### config.mk
export PLATFORM = sky130hd
export DESIGN_NAME = fifo_reader
export DESIGN_NICKNAME = d
export VERILOG_FILES = /design/src/rtl/fifo_reader_pkg.sv /design/src/rtl/skid_buf2.sv /design/src/rtl/fifo_reader.sv
export SDC_FILE = /design/constraint.sdc
export NUM_CORES = 1
export LEC_CHECK = 0
export ABC_CLOCK_PERIOD_IN_PS = 4700
export CAP_MARGIN = 30
export CORE_AREA = 8 8 66 68
export DETAILED_ROUTE_END_ITERATION = 16
export DIE_AREA = 0 0 74 76
export PLACE_DENSITY = 0.91
export SETUP_SLACK_MARGIN = 0.02
export SYNTH_ARGS = -nofsm -noshare
export SYNTH_HDL_FRONTEND = slang
export SYNTH_HIERARCHICAL = 1
export SYNTH_SLANG_ARGS = --single-unit
### constraint.sdc
create_clock -name clk_i -period 4.7 [get_ports clk_i]
set_input_delay 0.94 -clock clk_i [delete_from_list [all_inputs] [get_ports clk_i]]
set_output_delay 0.94 -clock clk_i [all_outputs]
set_load 0.05 [all_outputs]
### src/rtl/fifo_reader_pkg.sv
`default_nettype none
// ============================================================================
// Module   : fifo_reader_pkg
// Brief    : Shared constants for the FIFO-to-stream reader.
// Revision : 1.0 - initial release
// ============================================================================
package fifo_reader_pkg;

    localparam string c_showahead_on  = "ON";
    localparam string c_showahead_off = "OFF";
    localparam int    c_buf_depth     = 2;

endpackage
`default_nettype wire

### src/rtl/skid_buf2.sv
`default_nettype none
// ============================================================================
// Module   : skid_buf2
// Brief    : Two-entry order-preserving output buffer with occupancy output.
// Revision : 1.0 - initial release
// ============================================================================
module skid_buf2
    import fifo_reader_pkg::*;
#(
    parameter int DWIDTH = 8
) (
    input  logic              clk,
    input  logic              rst,
    input  logic              i_push,
    input  logic [DWIDTH-1:0] i_data,
    input  logic              i_pop,
    output logic [DWIDTH-1:0] o_data,
    output logic              o_valid,
    output logic [1:0]        o_occ
);

    logic [DWIDTH-1:0] r_mem     [c_buf_depth];
    logic [1:0]        r_occ;
    logic [DWIDTH-1:0] w_mem_nxt [c_buf_depth];
    logic [1:0]        w_occ_nxt;
    logic [1:0]        w_wr_idx;

    // Entry 0 is always the oldest word; a pop shifts entry 1 down before
    // any incoming word lands in the first free slot.
    always_comb begin
        w_mem_nxt = r_mem;
        if (i_pop) begin
            w_mem_nxt[0] = r_mem[1];
        end
        w_wr_idx = r_occ - {1'b0, i_pop};
        if (i_push) begin
            w_mem_nxt[w_wr_idx[0]] = i_data;
        end
        w_occ_nxt = r_occ + {1'b0, i_push} - {1'b0, i_pop};
    end

    always_ff @(posedge clk) begin
        if (rst) begin
            r_mem <= '{default: '0};
            r_occ <= 2'd0;
        end else begin
            r_mem <= w_mem_nxt;
            r_occ <= w_occ_nxt;
        end
    end

    assign o_data  = r_mem[0];
    assign o_valid = (r_occ != 2'd0);
    assign o_occ   = r_occ;

endmodule
`default_nettype wire

### src/rtl/fifo_reader.sv
`default_nettype none
// ============================================================================
// Module   : fifo_reader
// Brief    : Drains a FIFO read port into a valid/ready stream, counting words.
// Revision : 1.0 - initial release
// ============================================================================
module fifo_reader
    import fifo_reader_pkg::*;
#(
    parameter int    DWIDTH    = 8,
    parameter string SHOWAHEAD = "OFF",
    parameter int    CWIDTH    = 16
) (
    input  logic              clk_i,
    input  logic              srst_i,
    output logic              rd_req_o,
    input  logic [DWIDTH-1:0] q_i,
    input  logic              rd_empty_i,
    output logic [DWIDTH-1:0] data_o,
    output logic              valid_o,
    input  logic              ready_i,
    output logic [CWIDTH-1:0] rd_cnt_o
);

    localparam bit c_showahead = (SHOWAHEAD == c_showahead_on);

    logic              w_rst;
    logic              w_pop;
    logic              w_push;
    logic              w_pend;
    logic              w_rd_req;
    logic [1:0]        w_occ;
    logic [2:0]        w_inflight;
    logic [CWIDTH-1:0] r_cnt;

    assign w_rst = ~srst_i;
    assign w_pop = valid_o & ready_i;

    // Words already owned by the buffer after this cycle's pop; a request is
    // only safe if there will be a free slot when its data arrives.
    assign w_inflight = {1'b0, w_occ} + {2'b0, w_pend} - {2'b0, w_pop};
    assign w_rd_req   = srst_i & ~rd_empty_i & (w_inflight < 3'(c_buf_depth));
    assign rd_req_o   = w_rd_req;

    generate
        if (c_showahead) begin : g_showahead_on
            assign w_pend = 1'b0;
            assign w_push = w_rd_req;
        end else begin : g_showahead_off
            logic r_pend;
            always_ff @(posedge clk_i) begin
                if (!srst_i) begin
                    r_pend <= 1'b0;
                end else begin
                    r_pend <= w_rd_req;
                end
            end
            assign w_pend = r_pend;
            assign w_push = r_pend;
        end
    endgenerate

    skid_buf2 #(
        .DWIDTH (DWIDTH)
    ) u_buf (
        .clk     (clk_i),
        .rst     (w_rst),
        .i_push  (w_push),
        .i_data  (q_i),
        .i_pop   (w_pop),
        .o_data  (data_o),
        .o_valid (valid_o),
        .o_occ   (w_occ)
    );

    always_ff @(posedge clk_i) begin
        if (!srst_i) begin
            r_cnt <= '0;
        end else if (w_pop) begin
            r_cnt <= r_cnt + CWIDTH'(1);
        end
    end

    assign rd_cnt_o = r_cnt;

endmodule
`default_nettype wire

# Word level (Yosys, flattened, before mapping)
# Cells that the tools add are included.
# totals
register_bits,35
inputBits,12
out_inout_bits,26
# classes
add_sub_neg,6
order_cmp,3
mux,5
bitwise_logic,5
n_reduce_logical,2
# op_table
op,count
$add 16x1->16 const B,1
$bwmux 16,1
$mux 16,1
$mux 8,2
$demux 8 s1,1
$add 2x1->3,1
$and 1x1->1,3
$lt 3x2->1 const B,1
$sub 3x1->3,1
$add 2x1->2,1
$ge 2x2->1 const B,1
$lt 2x1->1 const B,1
$not 1->2,1
$reduce_bool 2->1,1
$sub 2x1->2,1
$logic_and 1x1->1,1
$not 1->1,1
$sub 1x1->1,1

# Longest topological paths before layout
# Gate-level depths: netlist of the first run.
# depth
ltp_word,10
ltp_mapped,8

# Modules after synthesis
# The synthesis of the first run kept the hierarchy.
# by_module_without_submodules
module,instances,cells_per_inst,area_per_inst_um2,seq_area_each_um2
skid_buf2,1,82,870.8,360.3
fifo_reader,1,92,800.8,340.3

# Worst setup path after synthesis of the first run
# OpenSTA, ideal clock, no wires.
# synth_path
path_type,input to output
start,in ready_i
end,out rd_req_o
arrival_time_ps,3162
required_ps,3760
setup_slack_ps,598
path_stages,7
path_buffers,0
cell_sequence,nand2_4 -> inv_1 -> ha_1 -> nand2b_1 -> fa_1 -> xor2_1 -> nor3_1
# synth_between
elab_chain_cells,4
# synth_lines
item,line_no,text
start: declaration,fifo_reader.sv:21,"input logic ready_i,"
$and 1x1->1,fifo_reader.sv:37,assign w_pop = valid_o & ready_i;
via w_pop,fifo_reader.sv:28,logic w_pop;
$sub 3x1->3,fifo_reader.sv:41,"assign w_inflight = {1'b0, w_occ} + {2'b0, w_pend} - {2'b0, w_pop};"
$lt 3x2->1,fifo_reader.sv:42,assign w_rd_req = srst_i & ~rd_empty_i & (w_inflight < 3'(c_buf_depth));
$and 1x1->1,fifo_reader.sv:42,
end: declaration,fifo_reader.sv:16,"output logic rd_req_o,"
# The timed path passes the listed nets, and every way through them passes these cells.

# Worst setup path after layout of the first run
# Ends and elaborated chain as after synthesis.

==> metrics.csv, run 1 <==
stage,metric,value,unit
run_status,outcome,"complete, no violations",
clocking,"Clk pin slew, worst setup/hold paths",90,ps
floorplanning,Initial Utilization,48.6,%
final_layout,diode count,0,
synth,Post-synth EDFFs,0,
clocking,Inserted Clock Buffers,5,
setup_path,crit path DAT,3100,ps
sta,Final Max Tran Viols,0,
placed_design,GPL Wtd Cong,0.750,
synth,yosys warns,6,
sta,final setup skew,13.1,ps
clocking,Clock Sinks,35,
grt,met2 Track Usage GR,20.8,%
setup_path,CP max FO,6,
sta,Max Fclk,247,MHz
sta,worst slew pin tran,526,ps
sta,Hold Fails Final Rpt,0,
synth,post-synth net total,191,
setup_path,crit path capture type,output pin,
synth,post-synthesis sequential area ratio,41.9,%
synth,Post-Synthesis Cells,174,
synth,asr flop ratio synth,0,%
routing,DR vias/cell,5.10,
placed_design,placed instance area,2020,sq um
grt,largest net degree at the start of global routing,19,
power_and_ir_drop,Comb power frac,47.3,%
synth,post-synthesis register bit count,35,
job,MaxCap Viol Count,0,
synth,Post-synth top flop,dfxtp_1,
setup_path,crit path kind,input pin to output pin,
clocking,H-tree lvl count,2,
floorplanning,Die Ht,76,microns
synth,Syn Area/Cell,9.61,sq um
floorplanning,core area,3440,sq um
clocking,Max clock buf depth,2,
power_and_ir_drop,internal power,0.592,mW
grt,GRT Util Overall,12.5,%
grt,met1 Usage GRT,13.1,%
final_layout,post-route cell area,2070,sq um
sta,TNS Setup,0,ps
grt,vias in the first global route,1288,
grt,grt peak-use layer,met2,
power_and_ir_drop,sw frac,41.3,%
final_layout,Layout area overhead,24.1,%
routing,Vias,1291,
power_and_ir_drop,total leakage power,0.738,nW
final_layout,Total Nets Final,221,
power_and_ir_drop,maximum vdd ir drop,0.356,mV
clocking,"Clk Latency, worst-skew pair",340,ps
grt,antenna violations before repair,0,
clocking,hold buffer count at cts,0,
routing,DR iter-0 viols,81,
clocking,setup bufs post-CTS,0,
sta,final setup fails,0,
grt,GRT overflow,0,
setup_path,Startpoint Class,input pin,
power_and_ir_drop,Clk pwr share,15.3,%
routing,total wire length,3230,microns
power_and_ir_drop,power per standard cell area,486,nW/um^2
grt,met3 usage,4.61,%
power_and_ir_drop,Sequential Power Share,37.4,%
sta,final setup margin,660,ps
clocking,post-CTS sizing,0,
sta,relative slew slack,64.7,%
routing,DRC viols,0,
placed_design,Placement Setup Slack,670,ps
floorplanning,Die Width,74,microns
worst_hold_path,HP Class,register to register,
floorplanning,FP Rows,22,
placed_design,PortBufs,37,
placed_design,DP HPWL,2390,microns
floorplanning,Die ar.,5620,sq um
sta,RSZ-0062 raised after global routing,no,
synth,Post-Syn Area,1670,sq um
power_and_ir_drop,net load switching power,0.416,mW
routing,first-pass detailed-route iteration total,4,
clocking,clock root buffer,clkbuf_4,
synth,Yosys cell types,36,
final_layout,layout cell share with drive strength beyond 1,12.2,%
floorplanning,I/O pins,38,
sta,Final Critical Period,4040,ps
grt,first-pass GRT wire length,5590,microns
sta,period utilization,86.0,%
setup_path,CP required,3760,ps
clocking,CTS tree,built,
routing,post-route ant nets,0,
routing,Avg WL per Cell,12.8,microns
==> final timing paths <==
| path | endpoint | slack [ps] | cells past startpoint | start |
|---|---|---|---|---|
| max | rd_req_o | 660 | 9 | ready_i |
| max reg2reg | register | 2490 | 8 | u_buf/o_occ[1] |
| min | rd_cnt_o[15] | 500 | 2 | rd_cnt_o[15] |
| min reg2reg | rd_cnt_o[15] | 500 | 2 | rd_cnt_o[15] |
==> cells by family after synthesis <==
kind of cell	synth area share [%]
AND/OR/NAND/NOR	19.7
flip-flops	41.9
AO/OA/AOI/OAI	9.88
buffers and inverters	8.46
multiplexers	9.58
XOR/XNOR	6.29
adder cells (fa/ha/maj)	4.19
==> placed cells by master, fill, tap and decap left out, types with 3 or more instances in the layout <==
master	instances
mux2i_1	16
or3_1	5
xor2_1	9
a211oi_2	8
nand2_1	9
a21oi_1	7
clkdlybuf4s50_1	36
xnor2_1	3
nand4_1	3
ha_1	4
nor2_1	24
nand3_1	5
inv_1	4
clkbuf_4	5
nor3_1	3
o21ai_1	3
o21ai_0	3
dfxtp_1	35
==> routing by layer <==
metal | part of all wire (%) | wire length [microns]
met1 | 44 | 1420
met2 | 47 | 1520
met3 | 6.9 | 224
met4 | 2.1 | 69
met5 | 0 | 0
==> synth_stat cells, types with 3 or more instances <==
library cell | n | area [sq um]
inv_1 | 4 | 15.0
o21ai_1 | 3 | 15.0
a211oi_2 | 8 | 100
a21oi_1 | 7 | 35.0
nand4_1 | 3 | 18.8
xor2_1 | 9 | 78.8
nor2_1 | 24 | 90.1
ha_1 | 4 | 50.1
o21ai_0 | 3 | 15.0
or3_1 | 5 | 31.3
nand3_1 | 5 | 25.0
xnor2_1 | 3 | 26.3
mux2i_1 | 16 | 160
dfxtp_1 | 35 | 701
nand2_1 | 9 | 33.8
nor3_1 | 3 | 15.0
buf_4 | 9 | 67.6
==> layout make-up <==
| class | instances | area, sq um |
|---|---|---|
| clock buffer | 7 | 45.0 |
| sequential | 35 | 701 |
| multi-input combinational | 118 | 830 |
| fill | 322 | 1370 |
| clock inverter | 1 | 5.00 |
| timing repair buffer | 39 | 415 |
| inverter | 5 | 18.8 |
| tap | 48 | 60.1 |
==> power groups by stage <==
stage / combinational, mW / sequential, mW / clock [mW]
5_1_grt: 0.516 / 0.384 / 0.174
3_5_place_dp: 0.481 / 0.384 / 0
3_3_place_gp: 0.468 / 0.382 / 0
4_1_cts: 0.483 / 0.378 / 0.159
6_report: 0.477 / 0.376 / 0.154
2_1_floorplan: 0.387 / 0.388 / 0
==> stage by stage <==
stage	hold slack, ps	instances	power (mW)	utilization, %
after floorplan	460	174	0.775	-
after global placement	466	244	0.850	58.0
after detailed placement	483	245	0.865	58.8
after CTS	496	253	1.02	60.3
after global routing	554	253	1.07	60.3
final	502	253	1.01	60.3
==> critical path: stages <==
cell	delay [ps]
clkdlybuf4s50_1	520
nand2_4	80
inv_1	90
ha_1	230
nand2b_1	160
fa_1	370
xor2_1	180
nor3_1	340
buf_12	190
Note: power is estimated with default switching activity, not from simulation.
==> run 2: changes to the inputs <==
Settings changed: SLEW_MARGIN set to 20.
==> results of run 2 <==
Same layout as run 1: the final DEF is identical, and so are final timing and power.
